==> config.mk <==
export PLATFORM = sky130hd
export DESIGN_NAME = f2c_dma_sched
export DESIGN_NICKNAME = d
export VERILOG_FILES = /design/src/rtl/f2c_dma_sched.sv
export SDC_FILE = /design/constraint.sdc
export NUM_CORES = 1
export LEC_CHECK = 0
export ABC_AREA = 1
export CAP_MARGIN = 20
export CORE_MARGIN = 3
export CORE_UTILIZATION = 37
export DETAILED_ROUTE_END_ITERATION = 8
export PLACE_DENSITY = 0.82
export SYNTH_ARGS = -nofsm -noshare
export SYNTH_HDL_FRONTEND = slang
export SYNTH_SLANG_ARGS = --single-unit
export TNS_END_PERCENT = 50
==> constraint.sdc <==
create_clock -name clk_in -period 2.5 [get_ports clk_in]
set_input_delay 0.5 -clock clk_in [delete_from_list [all_inputs] [get_ports clk_in]]
set_output_delay 0.5 -clock clk_in [all_outputs]
set_load 0.005 [all_outputs]
==> src/rtl/f2c_dma_sched.sv <==
// F2C ring DMA scheduler: slices the source QW stream into MWr TLPs per ring chunk
// and interleaves F2C/C2F pointer metric writes into the host metrics buffer.
module f2c_dma_sched #(
  parameter int CHUNK_SIZE = 1024,
  parameter int TLP_SIZE   = 128,
  parameter int NUM_CHUNKS = 4,
  localparam int PTR_W     = $clog2(NUM_CHUNKS)
) (
  input  logic             clk_in,
  input  logic             rstn,
  input  logic             dmaEnable_in,
  input  logic [31:0]      f2cBase_in,
  input  logic [31:0]      mtrBase_in,
  input  logic [PTR_W-1:0] rdPtr_in,
  input  logic [PTR_W-1:0] c2fRdPtr_in,
  input  logic             c2fRdPtrUpd_in,
  input  logic [63:0]      f2cData_in,
  input  logic             f2cValid_in,
  output logic             f2cReady_out,
  output logic             hdrValid_out,
  input  logic             hdrReady_in,
  output logic [63:0]      hdrAddr_out,
  output logic [9:0]       hdrDwCount_out,
  output logic             datValid_out,
  input  logic             datReady_in,
  output logic [63:0]      datData_out,
  output logic [PTR_W-1:0] wrPtr_out
);

  localparam int TLPS   = CHUNK_SIZE / TLP_SIZE;
  localparam int IDX_W  = (TLPS > 1) ? $clog2(TLPS) : 1;
  localparam int BEATS  = TLP_SIZE / 8;
  localparam int BEAT_W = (BEATS > 1) ? $clog2(BEATS) : 1;

  typedef enum logic [2:0] {IDLE, DHDR, DBODY, MHDR, MBODY} state_t;

  state_t            state, state_nxt;
  logic [PTR_W-1:0]  wr_ptr;
  logic [IDX_W-1:0]  tlp_idx;
  logic [BEAT_W-1:0] beat_cnt;
  logic              f2c_pend, c2f_pend, mtr_c2f;
  logic [63:0]       hdr_addr, mtr_data;
  logic [9:0]        hdr_dw;

  logic start_dat, start_f2c, start_c2f, beat_fire, dat_done, mtr_done;
  logic ring_full, last_beat, last_tlp;

  function automatic logic [63:0] data_addr(input logic [31:0] base,
                                            input logic [PTR_W-1:0] ptr,
                                            input logic [IDX_W-1:0] idx);
    return (64'(base) << 3) + 64'(ptr) * 64'(CHUNK_SIZE) + 64'(idx) * 64'(TLP_SIZE);
  endfunction

  assign ring_full = (wr_ptr + PTR_W'(1)) == rdPtr_in;
  assign last_beat = beat_cnt == BEAT_W'(BEATS - 1);
  assign last_tlp  = tlp_idx == IDX_W'(TLPS - 1);

  assign hdrAddr_out    = hdr_addr;
  assign hdrDwCount_out = hdr_dw;
  assign wrPtr_out      = wr_ptr;

  always_ff @(posedge clk_in or negedge rstn) begin
    if (!rstn) state <= IDLE;
    else       state <= state_nxt;
  end

  always_comb begin
    state_nxt    = state;
    start_dat    = 1'b0;
    start_f2c    = 1'b0;
    start_c2f    = 1'b0;
    beat_fire    = 1'b0;
    dat_done     = 1'b0;
    mtr_done     = 1'b0;
    hdrValid_out = 1'b0;
    datValid_out = 1'b0;
    f2cReady_out = 1'b0;
    datData_out  = f2cData_in;
    case (state)
      IDLE: begin
        // F2C pending is ignored while disabled; it is being cleared in that case
        if (dmaEnable_in && f2c_pend) begin
          start_f2c = 1'b1;
          state_nxt = MHDR;
        end else if (c2f_pend) begin
          start_c2f = 1'b1;
          state_nxt = MHDR;
        end else if (dmaEnable_in && !ring_full) begin
          start_dat = 1'b1;
          state_nxt = DHDR;
        end
      end
      DHDR: begin
        hdrValid_out = 1'b1;
        if (hdrReady_in) state_nxt = DBODY;
      end
      DBODY: begin
        datValid_out = f2cValid_in;
        f2cReady_out = datReady_in;
        beat_fire    = f2cValid_in && datReady_in;
        if (beat_fire && last_beat) begin
          dat_done  = 1'b1;
          state_nxt = IDLE;
        end
      end
      MHDR: begin
        hdrValid_out = 1'b1;
        if (hdrReady_in) state_nxt = MBODY;
      end
      MBODY: begin
        datValid_out = 1'b1;
        datData_out  = mtr_data;
        if (datReady_in) begin
          mtr_done  = 1'b1;
          state_nxt = IDLE;
        end
      end
      default: state_nxt = IDLE;
    endcase
  end

  always_ff @(posedge clk_in or negedge rstn) begin
    if (!rstn) begin
      wr_ptr   <= '0;
      tlp_idx  <= '0;
      beat_cnt <= '0;
      f2c_pend <= 1'b0;
      c2f_pend <= 1'b0;
      mtr_c2f  <= 1'b0;
    end else begin
      if (start_dat)      beat_cnt <= '0;
      else if (beat_fire) beat_cnt <= beat_cnt + BEAT_W'(1);

      if (state == IDLE && !dmaEnable_in) begin
        wr_ptr   <= '0;
        tlp_idx  <= '0;
        f2c_pend <= 1'b0;
      end else if (dat_done) begin
        if (last_tlp) begin
          tlp_idx  <= '0;
          wr_ptr   <= wr_ptr + PTR_W'(1);
          f2c_pend <= 1'b1;
        end else begin
          tlp_idx <= tlp_idx + IDX_W'(1);
        end
      end else if (mtr_done && !mtr_c2f) begin
        f2c_pend <= 1'b0;
      end

      // A new update arriving with the final metric beat keeps the flag set
      if (c2fRdPtrUpd_in)             c2f_pend <= 1'b1;
      else if (mtr_done && mtr_c2f)   c2f_pend <= 1'b0;

      if (start_f2c)      mtr_c2f <= 1'b0;
      else if (start_c2f) mtr_c2f <= 1'b1;
    end
  end

  // Header fields and metric value are captured on leaving IDLE so they hold through the handshake
  always_ff @(posedge clk_in) begin
    if (start_dat) begin
      hdr_addr <= data_addr(f2cBase_in, wr_ptr, tlp_idx);
      hdr_dw   <= 10'(TLP_SIZE / 4);
    end else if (start_f2c) begin
      hdr_addr <= 64'(mtrBase_in) << 3;
      hdr_dw   <= 10'd1;
      mtr_data <= 64'(wr_ptr);
    end else if (start_c2f) begin
      hdr_addr <= (64'(mtrBase_in) << 3) + 64'd4;
      hdr_dw   <= 10'd1;
      mtr_data <= 64'(c2fRdPtr_in);
    end
  end

endmodule

Yosys cells after proc, flatten, opt, wreduce, memory -nomap -nowiden
Cells that the tools add are included.

storage, ports and cells
  register bits = 83
  bits of input ports = 139

cells by class
  equal/unequal tests = 13
  bitwise gates (word level) = 1
  reductions and logical operators = 23
  mux-type cells = 49
  add/sub/neg operators = 6

operators with widths
  cell                     count
  $mux W64                 4
  $add A36 B10 Y37         1
  $add A35 B12 Y36         1
  $add A35 B3 Y36 const B  1
  $mux W3                  10
  $mux W1                  24
  $pmux W3 S5              1
  $mux W6                  2
  $mux W2                  5
  $reduce_bool A2 Y1       5
  $mux W4                  2
  $ne A2 B2 Y1 const B     4
  $logic_and A1 B1 Y1      7
  $eq A3 B2 Y1 const B     2
  $eq A3 B3 Y1 const B     2
  $reduce_and A2 Y1        3
  $reduce_bool A3 Y1       2
  $reduce_and A5 Y1        1
  $add A4 B1 Y4 const B    1
  $eq A4 B4 Y1 const B     1
  $ne A4 B4 Y1 const B     1
  $add A3 B1 Y3 const B    1
  $eq A3 B1 Y1 const B     1
  $logic_not A1 Y1         3
  7 further kinds          7

Logic depth before layout (Yosys ltp)
  word-level depth = 10
  depth in mapped cells = 13
  gate-level depth less buffers = 13

Least setup slack after synthesis
Ideal clock, no wire load.

  kind = flip-flop to flip-flop
  from = register state[1]
  to = register hdr_addr[10] (netlist: hdrAddr_out[10]), enable pin
  required time = 2.108 ns
  setup time = 0.392 ns
  setup slack = 0.357 ns
  clock period less this slack = 2.143 ns
  buffers on the path = 0
  arrival time = 1.751 ns
  cell stages (with the launch flop) = 6
  cells stage by stage = dfrtp_1 > nor2_2 > nand2_2 > nor2_1 > inv_1 > nand2_1

between the ends
  longest elaborated chain between the ends = 3
  elaborated cells on any way between the ends = 5
  those cells by class = 3 x mux; 2 x reduce/logical

ends and longest elaborated chain
  element                                RTL line  text
  start: declaration                     37        state_t state, state_nxt;
  start signal: assignment               64        else state <= state_nxt;
  $logic_not A3 Y1 *                     79        case (state)
  $mux W1                                79
  $reduce_bool A3 Y1 (no source line) *  n/a
  end signal: assignment                 162       hdr_addr <= data_addr(f2cBase_in, wr_ptr, tlp_idx);
  end signal: assignment                 165       hdr_addr <= 64'(mtrBase_in) << 3;
  end signal: assignment                 169       hdr_addr <= (64'(mtrBase_in) << 3) + 64'd4;
  end: declaration                       42        logic [63:0] hdr_addr, mtr_data;

Every way passes the cells marked *; elsewhere a longest branch is shown, timed or not.
A chain may end at the register's enable or synchronous reset.

Worst setup path in the final report
  from = register state[1]
  to = output datData_out[21]

between the ends
  longest elaborated chain between the ends = 2

ends and longest elaborated chain
  element           RTL line  text
  $eq A3 B3 Y1      79
  $mux W64          79
  end: declaration  26        output logic [63:0] datData_out,

Every way passes these cells.

==> run metrics <==
status=complete, no violations; reg2reg setup slack=0.37 ns; CTS buffer count=5; GRT Residual Overflow=0; layout net count=1055; fmax=415.6 MHz; CTS tree=built; wire per inst=13.92 um; Critical R2R Capture=hdrAddr_out[31]; critical path class=register to output port; CP Launch Type=register; dominant cell type by area after synthesis=edfxtp_1; Worst-path clk slew=0.07 ns; antenna violations before repair=0; Pleak=3.406 nW; port bufs=243; Rel. slew slack=54.13%; WHS Path Cells=2; first-pass GRT wire length=22010 um; Synth top area share=25.29%; Clock Power Share=18.0%; clock sink total=53; synth warn=0; # diodes=0; Area Growth Syn to Fin=64.05%; clk_skew=0.007164 ns; Final TNS setup=0 ns; drt drc=0; Hold Path Class=register to register; Die ar.=0.01288 mm2; crit share post-route=96.24%; Comb pwr share=48.5%; Crit path arrival time=1.91 ns; CP Launch Point=state[1]; io pins=282; final core occ=63.29%; dpl cell area=0.006807 mm2; Worst-Margin Slew=0.6859 ns; Worst R2R Start=tlp_idx[0]; fillers=951; post-synthesis register bit count=53; Final min period=2.406 ns; vias in the first global route=4251; min-delay src=hdrDwCount_out[5]; RSZ-0062 raised after global routing=false; Hold Path Sink=hdrDwCount_out[5]; share of cells above drive strength 1=5.066%; Post-synth EDFFs=36; register area share after synthesis=35.01%; max-cap violations=0; Fin Hold WS=0.4509 ns; row count=38; final instance area=0.007012 mm2; final antenna-violating net count=0; required time worst endpoint=2.00 ns; ranking of synthesized cells by area=edfxtp_1 25%, nand2_1 20%, inv_1 10%; Sequential Power Share=33.5%; largest net degree at the start of global routing=49; clock tree buffer depth=2; clk root buf=clkbuf_16; Die X=113.5 um; max-slew violation count=0; Synth Cell Area=0.004274 mm2; net switching share of the total power=31.98%; syn_area_per_cell=6.525 um2; Routability Congestion=0.9243; final total power=4.295 mW; total core area=0.01108 mm2; initial DRC count=398; Main synth FF type=edfxtp_1; Initial Utilization=38.58%; clock latency on the worst-skew pair=0.29 ns; asr flop ratio synth=28.30%; post-synth cell types=38; Sw Pwr=1.374 mW; Int Pwr=2.921 mW; DP HPWL=12180 um; die height=113.5 um; reg2reg path depth=13; peak supply drop=0.4030 mV; gr usage total=21.28%; nature of the critical path endpoint=output port; P per Cell Area=612.6 mW/mm2; routed vias/inst=4.455; Gate Count Post-Synth=655; Detailed Route WL=14590 um; CTS H-tree depth=2; Setup Viol. Count Final=0; via count=4669; first drt pass iteration count=7; final hold vios=0; Crit Path Max Fanout=24
cell usage after synthesis (all sizes together) (3+ instances only):
library cell,count
xor2,9
buf,50
nand3b,8
nand4,3
ha,8
nand3,32
nor2,109
o21ai,13
nor3,3
dfrtp,15
edfxtp,36
a21oi,3
or2,5
inv,117
nand2,231
logic make-up (layout without fill, tap and decap cells):
logic type / Yosys count / after routing / synth area share, %
AND/OR/NAND/NOR: 391 / 391 / 37.82
AO/OA/AOI/OAI: 21 / 21 / 2.898
other: 1 / 38 / 0.08774
flip-flops: 53 / 53 / 35.01
adder cells (fa/ha/maj): 9 / 9 / 2.810
XOR/XNOR: 11 / 11 / 2.254
multiplexers: 1 / 1 / 0.2634
buffers and inverters: 168 / 384 / 18.85
worst max-delay path by stage:
stage | end | slack [ns] | cells after the start
after floorplan | hdrAddr_out[10] | 0.36 | 5
after global placement | hdrAddr_out[31] | -0.11 | 14
after detailed placement | hdrAddr_out[31] | -0.22 | 14
after CTS | datData_out[21] | 0.04 | 6
after global routing | datData_out[21] | 0.008 | 6
final | datData_out[21] | 0.09 | 6
stage by stage:
step | cells | setup WS [ns]
after floorplan | 692 | 0.3569
after global routing | 1048 | 0.008429
after detailed placement | 1039 | -0.2162
final | 1048 | 0.09412
after CTS | 1047 | 0.03631
after global placement | 1039 | -0.1136
power groups by stage:
stage          clock network (mW)  logic (mW)  registers, mW
3_3_place_gp                    0        2.03           1.45
6_report                    0.773        2.08           1.44
2_1_floorplan                   0       0.715           1.47
4_1_cts                     0.777        2.07           1.44
3_5_place_dp                    0        2.06           1.46
5_1_grt                     0.816        2.25           1.47
critical path, stage by stage (launching register included):
cell and delay [ns]:
dfrtp_2 0.44, nor2_2 0.18, nand2_1 0.13, inv_4 0.14, buf_12 0.17, nor2_1 0.06
clkdlybuf4s50_1 0.49
layout by cell type (no fill, tap or decap), types with 7 or more instances in the layout:
cell type,netlist,final
nor2_1,105,104
clkbuf_16,0,7
edfxtp_1,36,36
buf_4,39,11
clkdlybuf4s50_1,0,243
conb_1,1,38
dfrtp_1,15,14
nand2_1,228,227
nand3b_1,8,8
xor2_1,9,9
inv_1,115,114
ha_1,8,8
nand3_1,29,28
cell type report:
| cell class | count | area [um2] | share of cell area [%] |
|---|---|---|---|
| clock buffer | 7 | 153.9 | 2.195 |
| clock inverter | 1 | 8.758 | 0.1249 |
| inverter | 117 | 444.2 | 6.335 |
| multi-input combinational | 471 | 2121 | 30.25 |
| sequential | 53 | 1498 | 21.36 |
| tap | 140 | 175.2 | 2.498 |
| timing repair buffer | 259 | 2611 | 37.24 |
registers in the layout, indices dropped and copies added, names as in the netlist:
name / flops
state: 3
c2f_pend: 1
hdrDwCount_out: 2
tlp_idx: 3
beat_cnt: 4
f2c_pend: 1
wrPtr_out: 2
mtr_c2f: 1
mtr_data: 2
hdrAddr_out: 34
what timing repair did:
item / CTS / global route
setup buffers: 0 / 0
resized for setup: 0 / 6
hold buffers: 0 / 0
setup endpoints to repair: 0 / 48
routing by layer:
metal	GRT usage (%)	part of all wire, %	vias up
li1	-	-	2399
met1	28.98	43	2060
met2	36.71	49	193
met3	2.546	6.3	17
met4	3.926	1.4	0
met5	0	0	-
No activity file was read; power rests on OpenSTA's default activity.
